[config.mk]
export PLATFORM = sky130hd
export DESIGN_NAME = hazard_sequencer
export DESIGN_NICKNAME = d
export VERILOG_FILES = /design/src/rtl/hazard_sequencer.sv
export SDC_FILE = /design/constraint.sdc
export NUM_CORES = 1
export LEC_CHECK = 0
export CELL_PAD_IN_SITES_DETAIL_PLACEMENT = 0
export CELL_PAD_IN_SITES_GLOBAL_PLACEMENT = 1
export CORE_UTILIZATION = 24
export CTS_CLUSTER_SIZE = 10
export DETAILED_ROUTE_END_ITERATION = 8
export PLACE_DENSITY = 0.78
export SYNTH_ARGS = -nofsm -noshare
export SYNTH_HDL_FRONTEND = slang
export SYNTH_SLANG_ARGS = --single-unit
[constraint.sdc]
create_clock -name clk -period 5.95 [get_ports clk]
set_clock_uncertainty 0.2 [all_clocks]
set_input_delay 0.8925 -clock clk [delete_from_list [all_inputs] [get_ports clk]]
set_output_delay 0.8925 -clock clk [all_outputs]
set_load 0.02 [all_outputs]
[src/rtl/hazard_sequencer.sv]
// Pipeline sequencing controller: load-use stalls, branch/jump flushes and memory-wait holds.
// Optional cycle counters (stall_cycles, flush_cycles) are enabled by defining HAZARD_PERF_CNT_EN.
module hazard_sequencer #(
    parameter int unsigned LOAD_USE_CYCLES = 1,
    parameter int unsigned FLUSH_CYCLES    = 1,
    parameter int unsigned CNT_W           = 4
) (
    input  logic       clk,
    input  logic       rst,
    input  logic [5:0] id_opcode,
    input  logic [4:0] id_rs,
    input  logic [4:0] id_rt,
    input  logic       ex_mem_read,
    input  logic [4:0] ex_rt,
    input  logic       ex_branch_taken,
    input  logic       id_jump,
    input  logic       mem_busy,
    output logic       pc_write,
    output logic       ifid_write,
    output logic       ifid_flush,
    output logic       idex_bubble,
    output logic       exmem_hold,
    output logic [1:0] state
`ifdef HAZARD_PERF_CNT_EN
    ,
    output logic [31:0] stall_cycles,
    output logic [31:0] flush_cycles
`endif
);

    typedef enum logic [1:0] {
        ST_RUN      = 2'd0,
        ST_MEM_WAIT = 2'd1,
        ST_FLUSH    = 2'd2,
        ST_LU_STALL = 2'd3
    } state_e;

    localparam logic [CNT_W-1:0] CNT_ONE      = CNT_W'(1);
    localparam logic [CNT_W-1:0] LU_RELOAD    = CNT_W'(LOAD_USE_CYCLES - 1);
    localparam logic [CNT_W-1:0] FLUSH_RELOAD = CNT_W'(FLUSH_CYCLES - 1);

    state_e           state_q, state_d;
    logic [CNT_W-1:0] cnt_q, cnt_d;
    logic             rt_use_s;
    logic             load_use_s;

    // State and down-counter register
    always_ff @(posedge clk) begin
        if (rst) begin
            state_q <= ST_RUN;
            cnt_q   <= {CNT_W{1'b0}};
        end else begin
            state_q <= state_d;
            cnt_q   <= cnt_d;
        end
    end

    // Hazard detection, next-state and Mealy outputs
    always_comb begin
        state_d     = state_q;
        cnt_d       = cnt_q;
        pc_write    = 1'b1;
        ifid_write  = 1'b1;
        ifid_flush  = 1'b0;
        idex_bubble = 1'b0;
        exmem_hold  = 1'b0;

        rt_use_s   = (id_opcode == 6'd0) || (id_opcode == 6'd4) || (id_opcode == 6'd43);
        load_use_s = ex_mem_read && (ex_rt != 5'd0) &&
                     ((ex_rt == id_rs) || (rt_use_s && (ex_rt == id_rt)));

        if (rst) begin
            pc_write    = 1'b0;
            ifid_write  = 1'b0;
            ifid_flush  = 1'b1;
            idex_bubble = 1'b1;
        end else if (mem_busy) begin
            // A busy memory freezes every state; counters hold their value.
            pc_write   = 1'b0;
            ifid_write = 1'b0;
            exmem_hold = 1'b1;
            if ((state_q == ST_RUN) || (state_q == ST_MEM_WAIT)) begin
                state_d = ST_MEM_WAIT;
            end else begin
                state_d = state_q;
            end
        end else begin
            case (state_q)
                ST_RUN, ST_MEM_WAIT: begin
                    state_d = ST_RUN;
                    if (ex_branch_taken) begin
                        ifid_flush  = 1'b1;
                        idex_bubble = 1'b1;
                        if (FLUSH_CYCLES > 1) begin
                            cnt_d   = FLUSH_RELOAD;
                            state_d = ST_FLUSH;
                        end else begin
                            state_d = ST_RUN;
                        end
                    end else if (load_use_s) begin
                        pc_write    = 1'b0;
                        ifid_write  = 1'b0;
                        idex_bubble = 1'b1;
                        if (LOAD_USE_CYCLES > 1) begin
                            cnt_d   = LU_RELOAD;
                            state_d = ST_LU_STALL;
                        end else begin
                            state_d = ST_RUN;
                        end
                    end else if (id_jump) begin
                        ifid_flush = 1'b1;
                    end else begin
                        state_d = ST_RUN;
                    end
                end
                ST_LU_STALL: begin
                    pc_write    = 1'b0;
                    ifid_write  = 1'b0;
                    idex_bubble = 1'b1;
                    cnt_d       = cnt_q - CNT_ONE;
                    if (cnt_q == CNT_ONE) begin
                        state_d = ST_RUN;
                    end else begin
                        state_d = ST_LU_STALL;
                    end
                end
                ST_FLUSH: begin
                    ifid_flush  = 1'b1;
                    idex_bubble = 1'b1;
                    cnt_d       = cnt_q - CNT_ONE;
                    if (cnt_q == CNT_ONE) begin
                        state_d = ST_RUN;
                    end else begin
                        state_d = ST_FLUSH;
                    end
                end
                default: begin
                    state_d = ST_RUN;
                    cnt_d   = {CNT_W{1'b0}};
                end
            endcase
        end
    end

    assign state = state_q;

`ifdef HAZARD_PERF_CNT_EN
    logic [31:0] stall_q, flush_q;

    // Saturating performance counters
    always_ff @(posedge clk) begin
        if (rst) begin
            stall_q <= 32'd0;
            flush_q <= 32'd0;
        end else begin
            if (!pc_write && (stall_q != 32'hFFFF_FFFF)) begin
                stall_q <= stall_q + 32'd1;
            end
            if (ifid_flush && (flush_q != 32'hFFFF_FFFF)) begin
                flush_q <= flush_q + 32'd1;
            end
        end
    end

    assign stall_cycles = stall_q;
    assign flush_cycles = flush_q;
`endif

endmodule

==> impl_summary.log, run 1 <==
INFO  metric io_buffers = 33
INFO  metric grtUsageTotal = 12.6%
INFO  metric clock_tree.root_cell = sky130_fd_sc_hd__clkbuf_4
INFO  metric postSynthAreaPerCell = 7.99 um^2
INFO  metric fin_crit_sh = 72.7%
INFO  metric cp_num_cells = 6
INFO  metric place.detailed.hpwl = 1070 um
INFO  metric yosys-top-cells-area = sky130_fd_sc_hd__dfxtp_1 24%, sky130_fd_sc_hd__xor2_1 16%, sky130_fd_sc_hd__xnor2_1 7.1%
INFO  metric highest_count_cells_in_the_layout_ignoring_fill_and_taps = 33 x sky130_fd_sc_hd__clkdlybuf4s50_1, 9 x sky130_fd_sc_hd__xor2_1, 7 x sky130_fd_sc_hd__nor2_1
INFO  metric cp.required = 4.86 ns
INFO  metric critical_path.endpoint = ifid_write
INFO  metric grt_pass1_wl = 1920 um
INFO  metric routed_wl = 1270 um
INFO  metric nNetsFinal = 127
INFO  metric worst_setup_path_start_kind = input port
INFO  metric regToRegStartpoint = state[1]
INFO  metric clock_sink_count = 6
INFO  metric fill_cells = 212
INFO  metric setup.worst_path.end_class = primary output
INFO  metric fin_area = 871 um^2
INFO  metric drive_above_1_share = 6.25%
INFO  metric timing.max_slew.rel_slack = 63.6%
INFO  metric area_delta_synth_final = 75.8%
INFO  metric worst-slew-pin-transition = 0.542 ns
INFO  metric postSynthRegisterBits = 6
INFO  metric max_clock_freq = 231 MHz
INFO  metric setup.worst_path.class = input port to primary output
INFO  metric grt_remaining_overflow = 0
INFO  metric detailedPlace.worstSlack = 1.60 ns
INFO  metric hold_buffers = 0
INFO  metric finalHoldViolations = 0
INFO  metric grt.met3_usage = 5.66%
INFO  metric clkLatencyLatePin = 0.24 ns
INFO  metric critPathBufInv = 2
INFO  metric synth_largest_type_area_fraction = 24.2%
INFO  metric crit_path_max_fanout = 3
INFO  metric groute.layer.met2.usage = 17.3%
INFO  metric wl_per_cell = 10.3 um
INFO  metric num_io_pins = 34
INFO  metric sequential_cell_area = 120 um^2
INFO  metric ir_drop = 0.000136 V
INFO  metric yosys_warnings = 0
INFO  metric die_h = 47.4 um
INFO  metric detail_route.drc_violations = 0
INFO  metric fp.coreArea = 1940 um^2
INFO  metric worst_reg2reg_path_endpoint = cnt_q[2]
INFO  metric die_width = 47.4 um
INFO  metric synth_cell_type_count = 28
INFO  metric synth.largest_area_cell = sky130_fd_sc_hd__dfxtp_1
INFO  metric post_cts.repair.setup_buffers = 0
INFO  metric min_period = 4.33 ns
INFO  metric syn_inst = 62
INFO  metric fp.dieArea = 2250 um^2
INFO  metric power.static_leakage = 0.320 nW
INFO  metric tritoncts.num_buffers = 3
INFO  metric grt-busiest-layer = met2
INFO  metric drv_slew = 0
INFO  metric initialDrtViolationCount = 6
INFO  metric rsz0062_at_grt = false
INFO  metric cap_viol_max_count = 0
INFO  metric synthesis.area = 495 um^2
INFO  metric synth-seq-area-share = 24.2%
INFO  metric grt_start_max_net_pins = 10
INFO  metric totalNegativeSetupSlack = 0 ns
INFO  metric worst_path_max_delay_cell = sky130_fd_sc_hd__clkdlybuf4s50_1
INFO  metric placed_area = 848 um^2
INFO  metric clkSlewWorstSetupHoldPaths = 0.04 ns
INFO  metric synthesis.nets = 91
INFO  metric drtPass1Iterations = 4
INFO  metric htree_num_levels = 1
INFO  metric cts_tree = done
INFO  metric worstSetupStartpoint = ex_rt[1]
INFO  metric timing.reg2reg.worst_path_depth = 4
INFO  metric family_with_the_most_delay_on_the_worst_path = buffers and inverters
INFO  metric critical-path-top-cell-by-count = sky130_fd_sc_hd__clkdlybuf4s50_1
INFO  metric area_of_combinational_cells_with_multiple_inputs = 349 um^2
INFO  metric largest_stage_delay_worst_path = 0.67 ns
INFO  metric final_common_cell = sky130_fd_sc_hd__clkdlybuf4s50_1
INFO  metric arrival_time_of_data_at_the_critical_path_endpoint = 3.24 ns
INFO  metric run_status = finished clean
INFO  metric ant_nets = 0
INFO  metric global_route.usage.met1 = 17.0%
INFO  metric grt_pass1_vias = 458
INFO  metric num_rows = 16
INFO  metric cts-root-to-sink-buffers = 2
INFO  metric setup-violations-final = 0
INFO  metric regToRegSetupSlack = 4.47 ns
INFO  metric antenna_found_initial = 0
INFO  metric num_antenna_cells = 0
INFO  metric start_util = 25.5%
INFO  metric gp_congestion = 0.667
INFO  metric hold_class = register to register
INFO  metric number_of_cells_upsized_or_downsized_after_cts = 0
INFO  metric power.density = 137 nW/um^2
INFO  metric timing.final.ws_setup = 1.62 ns
INFO  metric via_per_inst = 4.40
INFO  metric dr_total_vias = 541
INFO  metric worstPathCellList = clkdlybuf4s50_1, or4_4, o21ai_2, and4b_4, o31ai_1, clkdlybuf4s50_1
## metal layers
| layer | part of all wire [%] | wire [um] |
|---|---|---|
| met1 | 48 | 609 |
| met2 | 48 | 606 |
| met3 | 3.7 | 47 |
| met4 | 0.71 | 9 |
| met5 | 0 | 0 |
## Yosys cell counts
cell / n
sky130_fd_sc_hd__xor2_1: 9
sky130_fd_sc_hd__nor2_1: 7
sky130_fd_sc_hd__dfxtp_1: 6
sky130_fd_sc_hd__nand2_1: 5
sky130_fd_sc_hd__inv_1: 4
sky130_fd_sc_hd__xnor2_1: 4
sky130_fd_sc_hd__a21oi_1: 2
sky130_fd_sc_hd__ha_1: 2
sky130_fd_sc_hd__nor2b_1: 2
sky130_fd_sc_hd__nor3_1: 2
sky130_fd_sc_hd__nor4_1: 2
sky130_fd_sc_hd__a211oi_1: 1
sky130_fd_sc_hd__and4b_4: 1
sky130_fd_sc_hd__buf_4: 1
sky130_fd_sc_hd__clkbuf_1: 1
sky130_fd_sc_hd__nand3_1: 1
sky130_fd_sc_hd__nand4_1: 1
sky130_fd_sc_hd__o211a_1: 1
sky130_fd_sc_hd__o211ai_1: 1
sky130_fd_sc_hd__o21ai_0: 1
sky130_fd_sc_hd__o21ai_1: 1
sky130_fd_sc_hd__o21ai_2: 1
sky130_fd_sc_hd__o311ai_1: 1
sky130_fd_sc_hd__o31ai_1: 1
sky130_fd_sc_hd__o32a_1: 1
sky130_fd_sc_hd__or3_1: 1
sky130_fd_sc_hd__or4_1: 1
sky130_fd_sc_hd__or4_4: 1
## per-stage QoR
step / cells / util (%) / hold WS (ns) / total power [mW]
final: 123 / 44.8 / 0.319 / 0.119
after global routing: 123 / 44.8 / 0.368 / 0.128
after CTS: 123 / 44.8 / 0.325 / 0.122
after detailed placement: 120 / 43.7 / 0.315 / 0.0830
after global placement: 120 / 43.7 / 0.295 / 0.0830
after floorplan: 62 / - / 0.280 / 0.0569
## worst min-delay path, stage by stage, from the launching register on
cell and delay [ns]:
sky130_fd_sc_hd__dfxtp_1 0.34, sky130_fd_sc_hd__xor2_1 0.07, sky130_fd_sc_hd__nor2_1 0.07
## power by group
part           switching, mW  total (mW)  internal [mW]
sequential          0.000250      0.0410         0.0407
clock                 0.0143      0.0371         0.0228
combinational         0.0155      0.0410         0.0256
total                 0.0300       0.119         0.0891
## cell type report
type	count	share of cell area (%)
Clock buffer	3	2.59
Inverter	4	1.72
Multi-Input combinational cell	50	40.1
Sequential cell	6	13.8
Tap cell	27	3.88
Timing Repair Buffer	33	37.9
## cells by family after synthesis
group           Yosys count  share of synthesized area (%)
simple gates             24                           26.3
fa+ha+maj                 2                           5.05
buf+inv                   6                           5.30
flops                     6                           24.2
xor+xnor                 13                           23.0
compound gates           11                           16.2
## worst min-delay path by stage
stage,slack (ns),start,endpoint,depth (start not counted)
after floorplan,0.28,cnt_q[3],cnt_q[3],2
after global placement,0.30,cnt_q[3],cnt_q[3],2
after detailed placement,0.32,cnt_q[3],cnt_q[3],2
after CTS,0.33,cnt_q[3],cnt_q[3],2
after global routing,0.37,cnt_q[3],cnt_q[3],2
final,0.32,cnt_q[3],cnt_q[3],2
## registers in the layout (all words and copies together) (netlist names)
signal,cells
cnt_q,4
state,2
Note: power is estimated with default switching activity, not from simulation.
==> run 2: changes to the inputs <==
CORE_UTILIZATION = 22   (was 24)
PLACE_DENSITY = 0.72   (was 0.78)
clock period = 4.25 ns   (was 5.95 ns; I/O delays follow)
==> impl_summary.log, run 2 (synthesis results as in run 1) <==
INFO  metric io_buffers = 33
INFO  metric regToRegStartpoint = state[1]
INFO  metric clock_tree.root_cell = sky130_fd_sc_hd__clkbuf_4
INFO  metric cp.required = 3.41 ns
INFO  metric run_status = finished clean
INFO  metric routed_wl = 1280 um
INFO  metric timing.max_slew.rel_slack = 61.6%
INFO  metric fin_crit_sh = 89.2%
INFO  metric totalNegativeSetupSlack = 0 ns
INFO  metric fp.coreArea = 2040 um^2
INFO  metric fp.dieArea = 2450 um^2
INFO  metric ant_nets = 0
INFO  metric finalHoldViolations = 0
INFO  metric num_io_pins = 34
INFO  metric rsz0062_at_grt = false
INFO  metric cap_viol_max_count = 0
INFO  metric max_clock_freq = 264 MHz
INFO  metric seqPwrFrac = 33.8%
INFO  metric power.density = 194 nW/um^2
INFO  metric regToRegSetupSlack = 2.77 ns
INFO  metric highest_count_cells_in_the_layout_ignoring_fill_and_taps = 33 x sky130_fd_sc_hd__clkdlybuf4s50_1, 9 x sky130_fd_sc_hd__xor2_1, 7 x sky130_fd_sc_hd__nor2_1
INFO  metric worst_reg2reg_path_endpoint = cnt_q[3]
INFO  metric grtUsageTotal = 10.7%
INFO  metric whs_endpoint = cnt_q[1]
INFO  metric gp_congestion = 0.696
INFO  metric fin_cells = 123
INFO  metric setup.worst_path.end_class = primary output
INFO  metric clkSlewWorstSetupHoldPaths = 0.05 ns
INFO  metric power_report.internal_total = 0.125 mW
INFO  metric holdWs = 0.315 ns
INFO  metric antenna_found_initial = 0
INFO  metric worst-slew-pin-transition = 0.571 ns
INFO  metric largest_register = cnt_q
INFO  metric worstHoldStart = cnt_q[1]
INFO  metric grt_start_max_net_pins = 10
INFO  metric arrival_time_of_data_at_the_critical_path_endpoint = 2.95 ns
INFO  metric cts_tree = done
INFO  metric detailedPlace.worstSlack = 0.440 ns
INFO  metric post_cts.repair.setup_buffers = 0
INFO  metric final_common_cell = sky130_fd_sc_hd__clkdlybuf4s50_1
INFO  metric clock_sink_count = 6
INFO  metric min_period = 3.79 ns
INFO  metric post-layout-total-power = 0.169 mW
INFO  metric area_delta_synth_final = 75.8%
INFO  metric hold_buffers = 0
INFO  metric htree_num_levels = 1
INFO  metric tritoncts.num_buffers = 3
INFO  metric num_antenna_cells = 0
INFO  metric wl_per_cell = 10.4 um
INFO  metric power.clock.fraction = 32.2%
INFO  metric number_of_cells_upsized_or_downsized_after_cts = 0
INFO  metric crit_path_max_fanout = 3
INFO  metric num_rows = 16
INFO  metric start_util = 24.3%
INFO  metric place_inst = 120
INFO  metric largest_register_ffs = 4
INFO  metric worst_setup_path_start_kind = input port
INFO  metric holdPathStages = 2
INFO  metric combinationalPowerShare = 34.0%
INFO  metric power_switching = 0.0445 mW
INFO  metric grt_pass1_vias = 478
INFO  metric dr_total_vias = 542
INFO  metric via_per_inst = 4.41
INFO  metric worstSetupStartpoint = ex_rt[1]
INFO  metric place.detailed.hpwl = 1090 um
INFO  metric detail_route.drc_violations = 0
INFO  metric clkLatencyLatePin = 0.25 ns
INFO  metric power.static_leakage = 0.320 nW
INFO  metric timing.reg2reg.worst_path_depth = 4
INFO  metric hold_class = register to register
INFO  metric grt_remaining_overflow = 0
INFO  metric setup-violations-final = 0
INFO  metric timing.final.ws_setup = 0.461 ns
INFO  metric drtPass1Iterations = 2
INFO  metric cts-root-to-sink-buffers = 2
INFO  metric setup.worst_path.class = input port to primary output
INFO  metric p_sw_share = 26.3%
INFO  metric initialDrtViolationCount = 2
INFO  metric drive_above_1_share = 6.25%
INFO  metric grt_pass1_wl = 1990 um
INFO  metric die_h = 49.5 um
INFO  metric ir_drop = 0.000124 V
INFO  metric nNetsFinal = 127
INFO  metric drv_slew = 0
INFO  metric die_width = 49.5 um
run 2: metrics by stage:
stage	utilization [%]	cell area [um^2]
6_report	42.6	871
5_1_grt	42.6	871
4_1_cts	42.6	871
3_5_place_dp	41.5	848
3_3_place_gp	41.5	848
2_1_floorplan	-	495
run 2: power groups by stage:
stage	Clock, mW	Sequential, mW	Combinational [mW]
global route	0.0625	0.0572	0.0613
global placement	0	0.0583	0.0577
floorplan	0	0.0590	0.0208
CTS	0.0571	0.0572	0.0581
finish	0.0546	0.0572	0.0575
detailed placement	0	0.0584	0.0579
run 2: per-layer routing:
metal  up-vias  GRT usage, %  share of wire, %
met1       237          13.1                46
met4         0          2.86               1.0
met5         -             0                 0
met3         2          4.94               5.5
li1        286             -                 -
met2        17          16.9                47
run 2: layout make-up:
type / count / area (um^2)
Clock buffer: 3 / 22.5
Fill cell: 235 / 1170
Inverter: 4 / 15.0
Multi-Input combinational cell: 50 / 349
Sequential cell: 6 / 120
Tap cell: 27 / 33.8
Timing Repair Buffer: 33 / 330
run 2: how the worst max path moves through the flow:
stage                     slack, ns    endpoint  cells after the start
after global routing           0.33  ifid_flush                      6
after CTS                      0.44  ifid_write                      6
after detailed placement       0.44  ifid_write                      6
final                          0.46  ifid_flush                      6
after floorplan                1.02    pc_write                      5
after global placement         0.47    pc_write                      6
run 2: critical path, cell delays in order:
cell and delay (ns):
sky130_fd_sc_hd__clkdlybuf4s50_1 0.47, sky130_fd_sc_hd__or4_4 0.55, sky130_fd_sc_hd__o21ai_2 0.13, sky130_fd_sc_hd__and4b_4 0.22, sky130_fd_sc_hd__o311ai_1 0.29, sky130_fd_sc_hd__clkdlybuf4s50_1 0.65
